<file path="src/rtl/multicast_scheduler_if.sv">
// Purpose: handshake/status bundle between a job source and the multicast scheduler.
// Latency: none; this file only groups wires.
// Backpressure: job_valid/job_ready for jobs; caster_ready stalls individual beats.
// Ports: job_* carry job offers; caster_* and pe_start face the multicaster and PEs;
//        busy/done/err_timeout report status. master = job source/environment, slave = scheduler.
interface multicast_scheduler_if #(
  parameter int LEN_W = 8
);
  logic             job_valid;
  logic             job_ready;
  logic [2:0]       job_mask;
  logic [LEN_W-1:0] job_len;
  logic [2:0]       caster_en;
  logic             caster_ready;
  logic             caster_valid;
  logic             pe_start;
  logic             busy;
  logic             done;
  logic             err_timeout;

  modport master (
    output job_valid, job_mask, job_len, caster_ready, caster_valid,
    input  job_ready, caster_en, pe_start, busy, done, err_timeout
  );

  modport slave (
    input  job_valid, job_mask, job_len, caster_ready, caster_valid,
    output job_ready, caster_en, pe_start, busy, done, err_timeout
  );
endinterface

</file>
<file path="src/rtl/multicast_scheduler.sv">
// Purpose: sequences a job through the ifmap/fltr/psum multicasters, starts the PEs, waits for completion.
// Latency: first caster_en one cycle after acceptance; done one cycle after the first caster_valid following pe_start.
// Backpressure: caster_ready low freezes caster_en and the beat counter; job_ready is high only in IDLE.
// Ports: clk, rstn (synchronous, active-low); bus (slave modport of multicast_scheduler_if).
// Option: define MCS_TIMEOUT_EN to build the COMPUTE watchdog (TIMEOUT_CYCLES); otherwise err_timeout is 0.
module multicast_scheduler #(
  parameter int LEN_W          = 8,
  parameter int TIMEOUT_CYCLES = 1024
) (
  input  logic                  clk,
  input  logic                  rstn,
  multicast_scheduler_if.slave  bus
);

  if (TIMEOUT_CYCLES < 1) begin : g_bad_timeout
    $error("TIMEOUT_CYCLES must be at least 1");
  end

  typedef enum logic [1:0] {IDLE, LOAD, COMPUTE, DONE} state_t;

  state_t           state_q, state_d;
  logic [2:0]       mask_q, mask_d;
  logic [LEN_W-1:0] len_q, len_d;
  logic [LEN_W-1:0] cnt_q, cnt_d;
  logic             job_ready_q, job_ready_d;
  logic [2:0]       caster_en_q, caster_en_d;
  logic             pe_start_q, pe_start_d;
  logic             busy_q, busy_d;
  logic             done_q, done_d;
  logic             beat, last_beat;
  logic             tmo_fire;

`ifdef MCS_TIMEOUT_EN
  localparam int TMO_W = $clog2(TIMEOUT_CYCLES + 1);
  logic [TMO_W-1:0] tmo_q, tmo_d;
  logic             err_q, err_d;
`endif

  function automatic logic [2:0] lowest_bit(input logic [2:0] m);
    return {m[2] & ~m[1] & ~m[0], m[1] & ~m[0], m[0]};
  endfunction

  // caster_en is only nonzero in LOAD, so it doubles as the "loading" qualifier.
  assign beat      = (caster_en_q != 3'b000) && bus.caster_ready;
  assign last_beat = beat && (cnt_q == len_q);

  // State register
  always_ff @(posedge clk) begin
    if (!rstn) begin
      state_q     <= IDLE;
      mask_q      <= 3'b000;
      len_q       <= '0;
      cnt_q       <= '0;
      job_ready_q <= 1'b1;
      caster_en_q <= 3'b000;
      pe_start_q  <= 1'b0;
      busy_q      <= 1'b0;
      done_q      <= 1'b0;
`ifdef MCS_TIMEOUT_EN
      tmo_q       <= '0;
      err_q       <= 1'b0;
`endif
    end else begin
      state_q     <= state_d;
      mask_q      <= mask_d;
      len_q       <= len_d;
      cnt_q       <= cnt_d;
      job_ready_q <= job_ready_d;
      caster_en_q <= caster_en_d;
      pe_start_q  <= pe_start_d;
      busy_q      <= busy_d;
      done_q      <= done_d;
`ifdef MCS_TIMEOUT_EN
      tmo_q       <= tmo_d;
      err_q       <= err_d;
`endif
    end
  end

  // Next-state logic
  always_comb begin
    state_d  = state_q;
    mask_d   = mask_q;
    len_d    = len_q;
    cnt_d    = cnt_q;
    tmo_fire = 1'b0;
`ifdef MCS_TIMEOUT_EN
    tmo_d    = '0;
`endif
    case (state_q)
      IDLE: begin
        if (bus.job_valid && job_ready_q) begin
          mask_d  = bus.job_mask;
          len_d   = bus.job_len;
          cnt_d   = '0;
          state_d = (bus.job_mask == 3'b000) ? DONE : LOAD;
        end
      end
      LOAD: begin
        if (last_beat) begin
          mask_d = mask_q & ~caster_en_q;
          cnt_d  = '0;
          if (mask_d == 3'b000) state_d = COMPUTE;
        end else if (beat) begin
          cnt_d = cnt_q + 1'b1;
        end
      end
      COMPUTE: begin
        // pe_start_q marks the first COMPUTE cycle; a completion seen there is stale.
        if (bus.caster_valid && !pe_start_q) begin
          state_d = DONE;
`ifdef MCS_TIMEOUT_EN
        end else if (tmo_q == TMO_W'(TIMEOUT_CYCLES - 1)) begin
          state_d  = DONE;
          tmo_fire = 1'b1;
        end else begin
          tmo_d = tmo_q + 1'b1;
`endif
        end
      end
      DONE:    state_d = IDLE;
      default: state_d = IDLE;
    endcase
  end

  // Output logic: outputs are registered, so they are computed from the next state.
  always_comb begin
    job_ready_d = (state_d == IDLE);
    busy_d      = (state_d != IDLE);
    caster_en_d = (state_d == LOAD) ? lowest_bit(mask_d) : 3'b000;
    pe_start_d  = (state_q == LOAD) && (state_d == COMPUTE);
    done_d      = (state_d == DONE);
`ifdef MCS_TIMEOUT_EN
    err_d       = tmo_fire;
`endif
  end

  assign bus.job_ready = job_ready_q;
  assign bus.caster_en = caster_en_q;
  assign bus.pe_start  = pe_start_q;
  assign bus.busy      = busy_q;
  assign bus.done      = done_q;
`ifdef MCS_TIMEOUT_EN
  assign bus.err_timeout = err_q;
`else
  assign bus.err_timeout = 1'b0;
  logic unused_tmo;
  assign unused_tmo = tmo_fire;
`endif

endmodule
</file>
<file path="src/flat_wrapper.sv">
// flat-port wrapper written by rule: the top's interface ports become plain ports
module multicast_scheduler_flat 
#(
  parameter int LEN_W          = 8,
  parameter int TIMEOUT_CYCLES = 1024
)
  (clk, rstn, bus_job_valid, bus_job_mask, bus_job_len, bus_caster_ready, bus_caster_valid, bus_job_ready, bus_caster_en, bus_pe_start, bus_busy, bus_done, bus_err_timeout);
  multicast_scheduler_if #(.LEN_W(LEN_W)) bus_i ();
  input  logic clk;
  input  logic rstn;
  input wire logic [$bits(bus_i.job_valid)-1:0] bus_job_valid;
  input wire logic [$bits(bus_i.job_mask)-1:0] bus_job_mask;
  input wire logic [$bits(bus_i.job_len)-1:0] bus_job_len;
  input wire logic [$bits(bus_i.caster_ready)-1:0] bus_caster_ready;
  input wire logic [$bits(bus_i.caster_valid)-1:0] bus_caster_valid;
  output wire logic [$bits(bus_i.job_ready)-1:0] bus_job_ready;
  output wire logic [$bits(bus_i.caster_en)-1:0] bus_caster_en;
  output wire logic [$bits(bus_i.pe_start)-1:0] bus_pe_start;
  output wire logic [$bits(bus_i.busy)-1:0] bus_busy;
  output wire logic [$bits(bus_i.done)-1:0] bus_done;
  output wire logic [$bits(bus_i.err_timeout)-1:0] bus_err_timeout;
  assign bus_i.job_valid = bus_job_valid;
  assign bus_i.job_mask = bus_job_mask;
  assign bus_i.job_len = bus_job_len;
  assign bus_i.caster_ready = bus_caster_ready;
  assign bus_i.caster_valid = bus_caster_valid;
  assign bus_job_ready = bus_i.job_ready;
  assign bus_caster_en = bus_i.caster_en;
  assign bus_pe_start = bus_i.pe_start;
  assign bus_busy = bus_i.busy;
  assign bus_done = bus_i.done;
  assign bus_err_timeout = bus_i.err_timeout;
  multicast_scheduler #(.LEN_W(LEN_W), .TIMEOUT_CYCLES(TIMEOUT_CYCLES)) u_core (.clk(clk), .rstn(rstn), .bus(bus_i));
endmodule
</file>
<file path="config.mk">
export PLATFORM = sky130hd
export DESIGN_NAME = multicast_scheduler_flat
export DESIGN_NICKNAME = d
export VERILOG_FILES = /design/src/rtl/multicast_scheduler_if.sv /design/src/rtl/multicast_scheduler.sv /design/src/flat_wrapper.sv
export SDC_FILE = /design/constraint.sdc
export NUM_CORES = 1
export LEC_CHECK = 0
export CORE_MARGIN = 2
export CORE_UTILIZATION = 50
export CTS_BUF_LIST = sky130_fd_sc_hd__clkbuf_4
export CTS_CLUSTER_SIZE = 16
export DETAILED_ROUTE_END_ITERATION = 16
export PLACE_DENSITY_LB_ADDON = 0.08
export SLEW_MARGIN = 15
export SYNTH_ARGS = -nofsm -noshare
export SYNTH_HDL_FRONTEND = slang
export SYNTH_SLANG_ARGS = --single-unit
</file>
<file path="constraint.sdc">
create_clock -name clk -period 2.3 [get_ports clk]
set_clock_uncertainty 0.1 [all_clocks]
set_input_delay 0.46 -clock clk [delete_from_list [all_inputs] [get_ports clk]]
set_output_delay 0.46 -clock clk [all_outputs]
set_load 0.01 [all_outputs]
</file>
* Yosys cells after proc, flatten, opt, wreduce, memory -nomap -nowiden *
Cells that the tools add are included.

cells by class
  bitwise gates (word level) = 7
  add/subtract/negate cells = 1
  eq/ne operators = 9
  order comparisons = 0
  mux-type cells = 13
  divide/modulo/power cells = 0
  shift-type cells = 0
  reductions and logical operators = 16
  $mul = 0

operator list
  cell                                                  count
  2-to-1 mux 8 bit                                      3
  one-hot mux 8 bit (2 select lines)                    1
  2-to-1 mux 2 bit                                      5
  adder 8 x 1 -> 8 bit (second input constant)          1
  equality test 2 bit (second input constant)           4
  equality test 8 bit                                   1
  one-hot mux 2 bit (4 select lines)                    1
  zero test 3 bit                                       2
  2-to-1 mux 3 bit                                      2
  one-hot mux 3 bit (2 select lines)                    1
  logical AND 1 bit                                     5
  equality test 2 x 1 -> 1 bit (second input constant)  2
  zero test 2 bit                                       2
  AND reduction 2 bit                                   2
  nonzero test 2 bit                                    2
  AND 1 bit                                             3
  AND 3 bit                                             1
  != test 3 x 1 -> 1 bit (second input constant)        1
  NOT 3 bit                                             1
  AND reduction 3 bit                                   1
  nonzero test 3 bit                                    1
  != test 2 x 1 -> 1 bit (second input constant)        1
  NOT 1 bit                                             2
  zero test 1 bit                                       1

word-level totals
  memories = 0
  output and inout port bits = 8
  flip-flop bits (word level) = 28
  bits of input ports = 16
  word-level logic and storage cells = 55
  memory bits (read-only) = 0
  latch bits = 0
  RAM bits = 0

* Depth between registers and ports, before layout *
Gate-level depths: netlist of the first run.

  depth after elaboration = 8
  gate-level depth with buffers = 6
  gate-level depth less buffers = 5

* Worst setup path before layout of the first run *
No wires, ideal clock.

  path kind = input to register
  start point = in bus_caster_ready
  end point = reg u_core.caster_en_q[2] (netlist: u_core.bus.caster_en[2])
  cell stages on the path = 5
  data required time = 2.073 ns
  arrival time = 1.427 ns
  path buffers = 0
  setup slack = 0.646 ns
  path through = o31ai_1 a2111oi_0 a31oi_1 o21ai_1 nor4_2

between the ends
  cells in the longest elaborated chain, start to end = 7
  elaborated cells between the ends (all ways) = 12
  those cells by class = 1 x eq/ne; 4 x mux; 4 x bitwise; 3 x reduce/logical

ends and longest elaborated chain
  element                                                                                     RTL line                   RTL
  start, declared                                                                             flat_wrapper.sv:14         input wire logic [$bits(bus_i.caster_ready)-1:0] bus_caster_ready;
  logical AND 1 bit (*)                                                                       multicast_scheduler.sv:44  assign beat = (caster_en_q != 3'b000) && bus.caster_ready;
  logical AND 1 bit (*)                                                                       multicast_scheduler.sv:45  assign last_beat = beat && (cnt_q == len_q);
  parallel branches: the longest is 5 deep, another holds one-hot mux 2 bit (4 select lines)  --
  end signal, assigned                                                                        multicast_scheduler.sv:69  caster_en_q <= caster_en_d;
  end, declared                                                                               multicast_scheduler.sv:26  logic [2:0] caster_en_q, caster_en_d;

Every way passes the cells marked *.
A chain may end at the register's enable or synchronous reset.

* Worst setup path in the final report of the first run *
Ends and elaborated chain as after synthesis.

==> flow_summary.ini, run 1 <==
[worst_setup_path]
crit_family = compound AO/OA/AOI/OAI gates
worstPathArrival_ns = 2.08
worstPathCellList = clkdlybuf4s50_1 -> o31ai_1 -> a2111oi_0 -> buf_4 -> a31oi_1 -> o21ai_1 -> nor4_2
crit_path_max_fanout = 3
slowest_delay_ns = 0.51
slowest_stage = clkdlybuf4s50_1
end_kind = register
critPathBufInv = 2
worst-setup-path-type = primary input to register
required_ns = 2.43
cp-start-kind = primary input

[hold_path]
hold_class = register to register

[drt]
via_count = 1173
first_pass_iters = 4
initialDrtViolationCount = 25
drt-total-wl_mm = 2.94
drt-wirelength-per-cell_um = 13.3
via_per_inst = 5.31
ant_nets = 0
drc = 0

[pwr]
p_sw_uw = 292
p_clk_frac = 0.300
switching_share = 0.268
p_per_area_nw_per_um2 = 626
internal_power_uw = 799
p_leak_nw = 0.696
power_mw = 1.09
vdd_ir_drop_max_mv = 0.474
combPwrFrac = 0.205
pwr-share-seq = 0.496

[place]
place_inst = 217
hpwl_mm = 2.29
gp_congestion = 0.868
post_dp_cell_area_um2 = 1690
io_buffers = 22

[floorplan]
die_h_um = 56.9
dieArea_um2 = 3240
die_x_um = 56.9
pin_count = 24
coreArea_um2 = 2710
rows = 19
initial_core_util = 0.517

[cts]
clk-insertion-delay-late_ns = 0.33
cts.repair.resized = 0
hold_buffers = 0
root_buffer = clkbuf_4
cts_inserted_buffers = 3
cts_max_level = 1
post_cts_buffers = 0
path_clk_slew_ns = 0.15
cts_buffer_depth = 2
cts_tree = built
cts.sinks = 28

[timing]
post-route-period-util = 0.847
final_hold_viol_count = 0
setup_violations = 0
max_freq_ghz = 0.513
final.setup.tns_ns = 0
timing.final.max_slew_violations = 0
rsz0062_at_grt = no
holdWs_ns = 0.394
period_needed_ns = 1.95

[layout]
nFillCells = 250
antenna_cells = 0
fin_area_um2 = 1740
final_nets = 208
drive_above_1_share = 0.105
instances_no_fill = 221
synthToLayoutAreaGrowth_pct = 24.3

[synthesis]
ys_seq_elements = 28
ys_types = 41
synth_largest_area_cell = dfxtp_1
seq_area_frac_synth = 0.400
synth_common_cells = nand2_1 (30), dfxtp_1 (28), nor2_1 (10), xor2_1 (10), a21boi_0 (8)
synthFlopType = dfxtp_1
synth-async-reset-ratio = 0
synth.top_cells.by_area = dfxtp_1 (40%), nand2_1 (8.0%), xor2_1 (6.3%)
synth_cells = 163
synthesis.area_um2 = 1400
avgSynthCellArea_um2 = 8.60
synth_most_common_cell = nand2_1
syn_nets = 180
yosysTopAreaCellShare = 0.400
ys_warn_count = 0
synth_edf_count = 0

[flow_run]
drv_cap = 0

[grt]
antenna_found_initial = 0
grt_pass1_vias = 1137
grt_first_pass_wirelength_mm = 4.85
grtUsageTotal = 0.191
grt_start_max_net_pins = 17
grt_overflow_total = 0

[outcome]
outcome = finished clean
## layout by cell type, fill, tap and decap left out, types with 2 or more instances in the layout
cell,synthesis,final
nor3b_1,2,2
nor2_1,10,10
nand4_1,3,3
o21ai_1,2,2
nor4_4,2,2
nand2b_1,2,2
and3_1,2,2
a21oi_1,7,7
and2_1,4,4
nand2_1,30,30
xor2_1,10,10
o21ai_0,3,3
nor3_1,4,4
o31ai_1,2,2
inv_1,3,3
nand3_1,5,5
clkbuf_4,0,3
buf_4,1,8
clkdlybuf4s50_1,0,22
xnor2_1,3,3
dfxtp_1,28,28
nor2b_1,6,6
a21boi_0,8,8
a31oi_1,3,3
## cell type report
cell class	instances	area (um^2)	area share
timing repair buffer	30	280	0.161
multi-input combinational	125	798	0.458
sequential	28	561	0.322
clock buffer	3	22.5	0.0129
inverter	3	11.3	0.00647
clock inverter	1	30.0	0.0172
tap	31	38.8	0.0223
## path summary, 6_finish.rpt
check	start	to	slack, ns	depth (start not counted)
worst max register to register	u_core.cnt_q[2]$_SDFFE_PN0P_	u_core.bus.caster_en[2]$_SDFF_PN0_	0.41	5
worst min register to register	u_core.len_q[3]$_SDFFE_PN0P_	u_core.len_q[3]$_SDFFE_PN0P_	0.39	2
worst min-delay path	u_core.len_q[3]$_SDFFE_PN0P_	u_core.len_q[3]$_SDFFE_PN0P_	0.39	2
worst max-delay path	bus_caster_ready	u_core.bus.caster_en[2]$_SDFF_PN0_	0.35	7
## worst reg2reg max path: cells and delay by family (launching register included)
kind | cells | cell delay (ns)
AND/OR/NAND/NOR | 3 | 0.94
flip-flops | 1 | 0.48
XOR/XNOR | 1 | 0.14
AO/OA/AOI/OAI | 1 | 0.15
## through the flow
| stage | setup WS (ns) | util |
|---|---|---|
| finish | 0.351 | 0.643 |
| global route | 0.284 | 0.643 |
| CTS | 0.340 | 0.643 |
| detailed placement | -0.00482 | 0.623 |
| global placement | 0.0785 | 0.623 |
| floorplan | 0.646 | - |
## sequential cells by signal, summed over array words and instances, names as in the netlist
name                  cells
u_core.cnt_q              8
u_core.len_q              8
u_core.bus.caster_en      3
u_core.mask_q             3
u_core.state_q            2
u_core.bus.busy           1
u_core.bus.done           1
u_core.bus.job_ready      1
u_core.bus.pe_start       1
## power by group through the flow
stage               clock, mW  combinational (mW)  sequential [mW]
global placement            0               0.218            0.550
CTS                     0.329               0.225            0.540
floorplan                   0               0.142            0.543
detailed placement          0               0.223            0.551
finish                  0.327               0.223            0.541
global route            0.348               0.245            0.545
## layer usage
layer / vias up / global-route usage / share of wire
met3: 5 / 0.0227 / 0.026
li1: 616 / - / -
met2: 16 / 0.368 / 0.54
met5: - / 0 / 0
met1: 536 / 0.214 / 0.42
met4: 0 / 0.0698 / 0.015
## cells by family after synthesis
group	Yosys count	synth area share
flops	28	0.400
fa+ha+maj	1	0.00893
simple gates	76	0.301
mux	1	0.00714
buf+inv	10	0.0304
other cells	1	0.00268
compound gates	32	0.157
xor+xnor	14	0.0929
(Power assumes the default switching activity.)
==> run 2, diff against run 1 <==
- clock period: 2.3 -> 1.8 ns (I/O delays scaled with it)
==> run 2 against run 1 <==
Worst setup slack worse by 0.34 ns. Via count grew 9.6%. Global-route usage up 2.4 points. Total power grew 18%. Non-clock buffer count increased by 18. Combinational power increased by 55%. Register-to-register slack got worse by 0.36 ns. Final cell count is 8.1% higher. Utilization is 5.1 points higher. Critical path type unchanged. Largest cell class unchanged.
==> flow_summary.ini, run 2 (synthesis results as in run 1) <==
[outcome]
outcome = finished clean

[pwr]
vdd_ir_drop_max_mv = 0.509
power_mw = 1.29
p_per_area_nw_per_um2 = 687
p_leak_nw = 0.777

[flow_run]
drv_cap = 0

[worst_setup_path]
crit_family = compound AO/OA/AOI/OAI gates
required_ns = 1.91
worstPathCellList = clkdlybuf4s50_1 -> o31ai_2 -> a2111oi_1 -> buf_4 -> a31oi_1 -> o21ai_1 -> nor4_2
worst-setup-path-type = primary input to register
worstPathArrival_ns = 1.90
cp-start-kind = primary input
critPathBufInv = 2
crit_path_max_fanout = 3
end_kind = register
slowest_stage = clkdlybuf4s50_1
slowest_delay_ns = 0.50

[cts]
cts_inserted_buffers = 3
cts.sinks = 28
clk-insertion-delay-late_ns = 0.32
cts_tree = built
root_buffer = clkbuf_4
post_cts_buffers = 0
cts_max_level = 1
path_clk_slew_ns = 0.14
cts_buffer_depth = 2

[place]
hpwl_mm = 2.54
io_buffers = 22
post_dp_cell_area_um2 = 1820
gp_congestion = 0.803

[layout]
final_common_cell = nand2_1
final_cell_mix = nand2_1 (30), buf_4 (26), clkdlybuf4s50_1 (22), dfxtp_1 (21), nor2_1 (10)
antenna_cells = 0
reg_top3 = u_core.cnt_q x8, u_core.len_q x8
synthToLayoutAreaGrowth_pct = 34.1
fin_area_um2 = 1880
drive_above_1_share = 0.226
final_nets = 226
final_util = 0.693

[timing]
period_needed_ns = 1.79
rsz0062_at_grt = yes
final_hold_viol_count = 0
timing.final.max_slew_violations = 0
post-route-period-util = 0.994
max_freq_ghz = 0.559
setup_violations = 0

[floorplan]
die_x_um = 56.9
die_h_um = 56.9
rows = 19
pin_count = 24
dieArea_um2 = 3240
coreArea_um2 = 2710
initial_core_util = 0.517

[grt]
grtUsageTotal = 0.216
grt_first_pass_wirelength_mm = 5.58
antenna_found_initial = 0
grt_pass1_vias = 1342
grt_overflow_total = 0
grt_start_max_net_pins = 16

[drt]
via_per_inst = 5.38
drc = 0
initialDrtViolationCount = 38
drt-total-wl_mm = 3.16
first_pass_iters = 4
drt-wirelength-per-cell_um = 13.2
ant_nets = 0
via_count = 1286

[hold_path]
hold_class = register to register
## run 2: cell types whose count changed in the layout (fill, tap and decap cells not counted), sizes merged
cell    previous run  this run
clkinv             0         1
bufinv             1         0
buf                8        26
## run 2: through the flow
stage,setup WS (ns),TNS (ns),std cells,hold WS (ns)
floorplan,0.151,0,163,0.355
global placement,-0.327,-3.22,235,0.371
detailed placement,-0.392,-3.80,235,0.374
CTS,0.00545,0,239,0.393
global route,-0.0755,-0.129,239,0.422
finish,0.0109,0,239,0.388
## run 2: worst paths after layout
check,start,endpoint,slack (ns),depth (start not counted)
setup / recovery,bus_caster_ready,u_core.bus.caster_en[2]$_SDFF_PN0_,0.01,7
hold / removal,u_core.len_q[3]$_SDFFE_PN0P_,u_core.len_q[3]$_SDFFE_PN0P_,0.39,2
setup reg to reg,u_core.len_q[4]$_SDFFE_PN0P_,u_core.bus.caster_en[2]$_SDFF_PN0_,0.05,5
hold reg to reg,u_core.len_q[3]$_SDFFE_PN0P_,u_core.len_q[3]$_SDFFE_PN0P_,0.39,2
## run 2: metal layers
| layer | vias to the layer above | GRT usage | routed length [um] |
|---|---|---|---|
| met5 | - | 0 | 0 |
| met4 | 0 | 0.0930 | 30 |
| met3 | 4 | 0.0272 | 104 |
| met2 | 17 | 0.419 | 1750 |
| met1 | 616 | 0.230 | 1280 |
| li1 | 649 | - | - |
## run 2: worst register-to-register path, cell delays in order (launching register included)
cell and delay [ns]:
dfxtp_1 0.37, xor2_2 0.20, nor4_4 0.35, and2_1 0.22, a32oi_2 0.14, nor4_2 0.29
## run 2: power breakdown
part / total, mW / internal (mW) / switching (mW)
combinational: 0.346 / 0.185 / 0.161
clock: 0.258 / 0.0812 / 0.176
sequential: 0.688 / 0.655 / 0.0326
## run 2: layout make-up
| cell class | count | area, um^2 |
|---|---|---|
| fill | 236 | 831 |
| multi-input combinational | 125 | 818 |
| sequential | 28 | 569 |
| timing repair buffer | 48 | 415 |
| tap | 31 | 38.8 |
| clock buffer | 3 | 22.5 |
| inverter | 3 | 11.3 |
| clock inverter | 1 | 3.75 |
## run 2: repair_timing
action / in CTS / in global routing
hold buffers: 0 / 0
endpoints found under the setup margin: 4 / 8
resized for setup: 3 / 8
pin swaps: 2 / 0
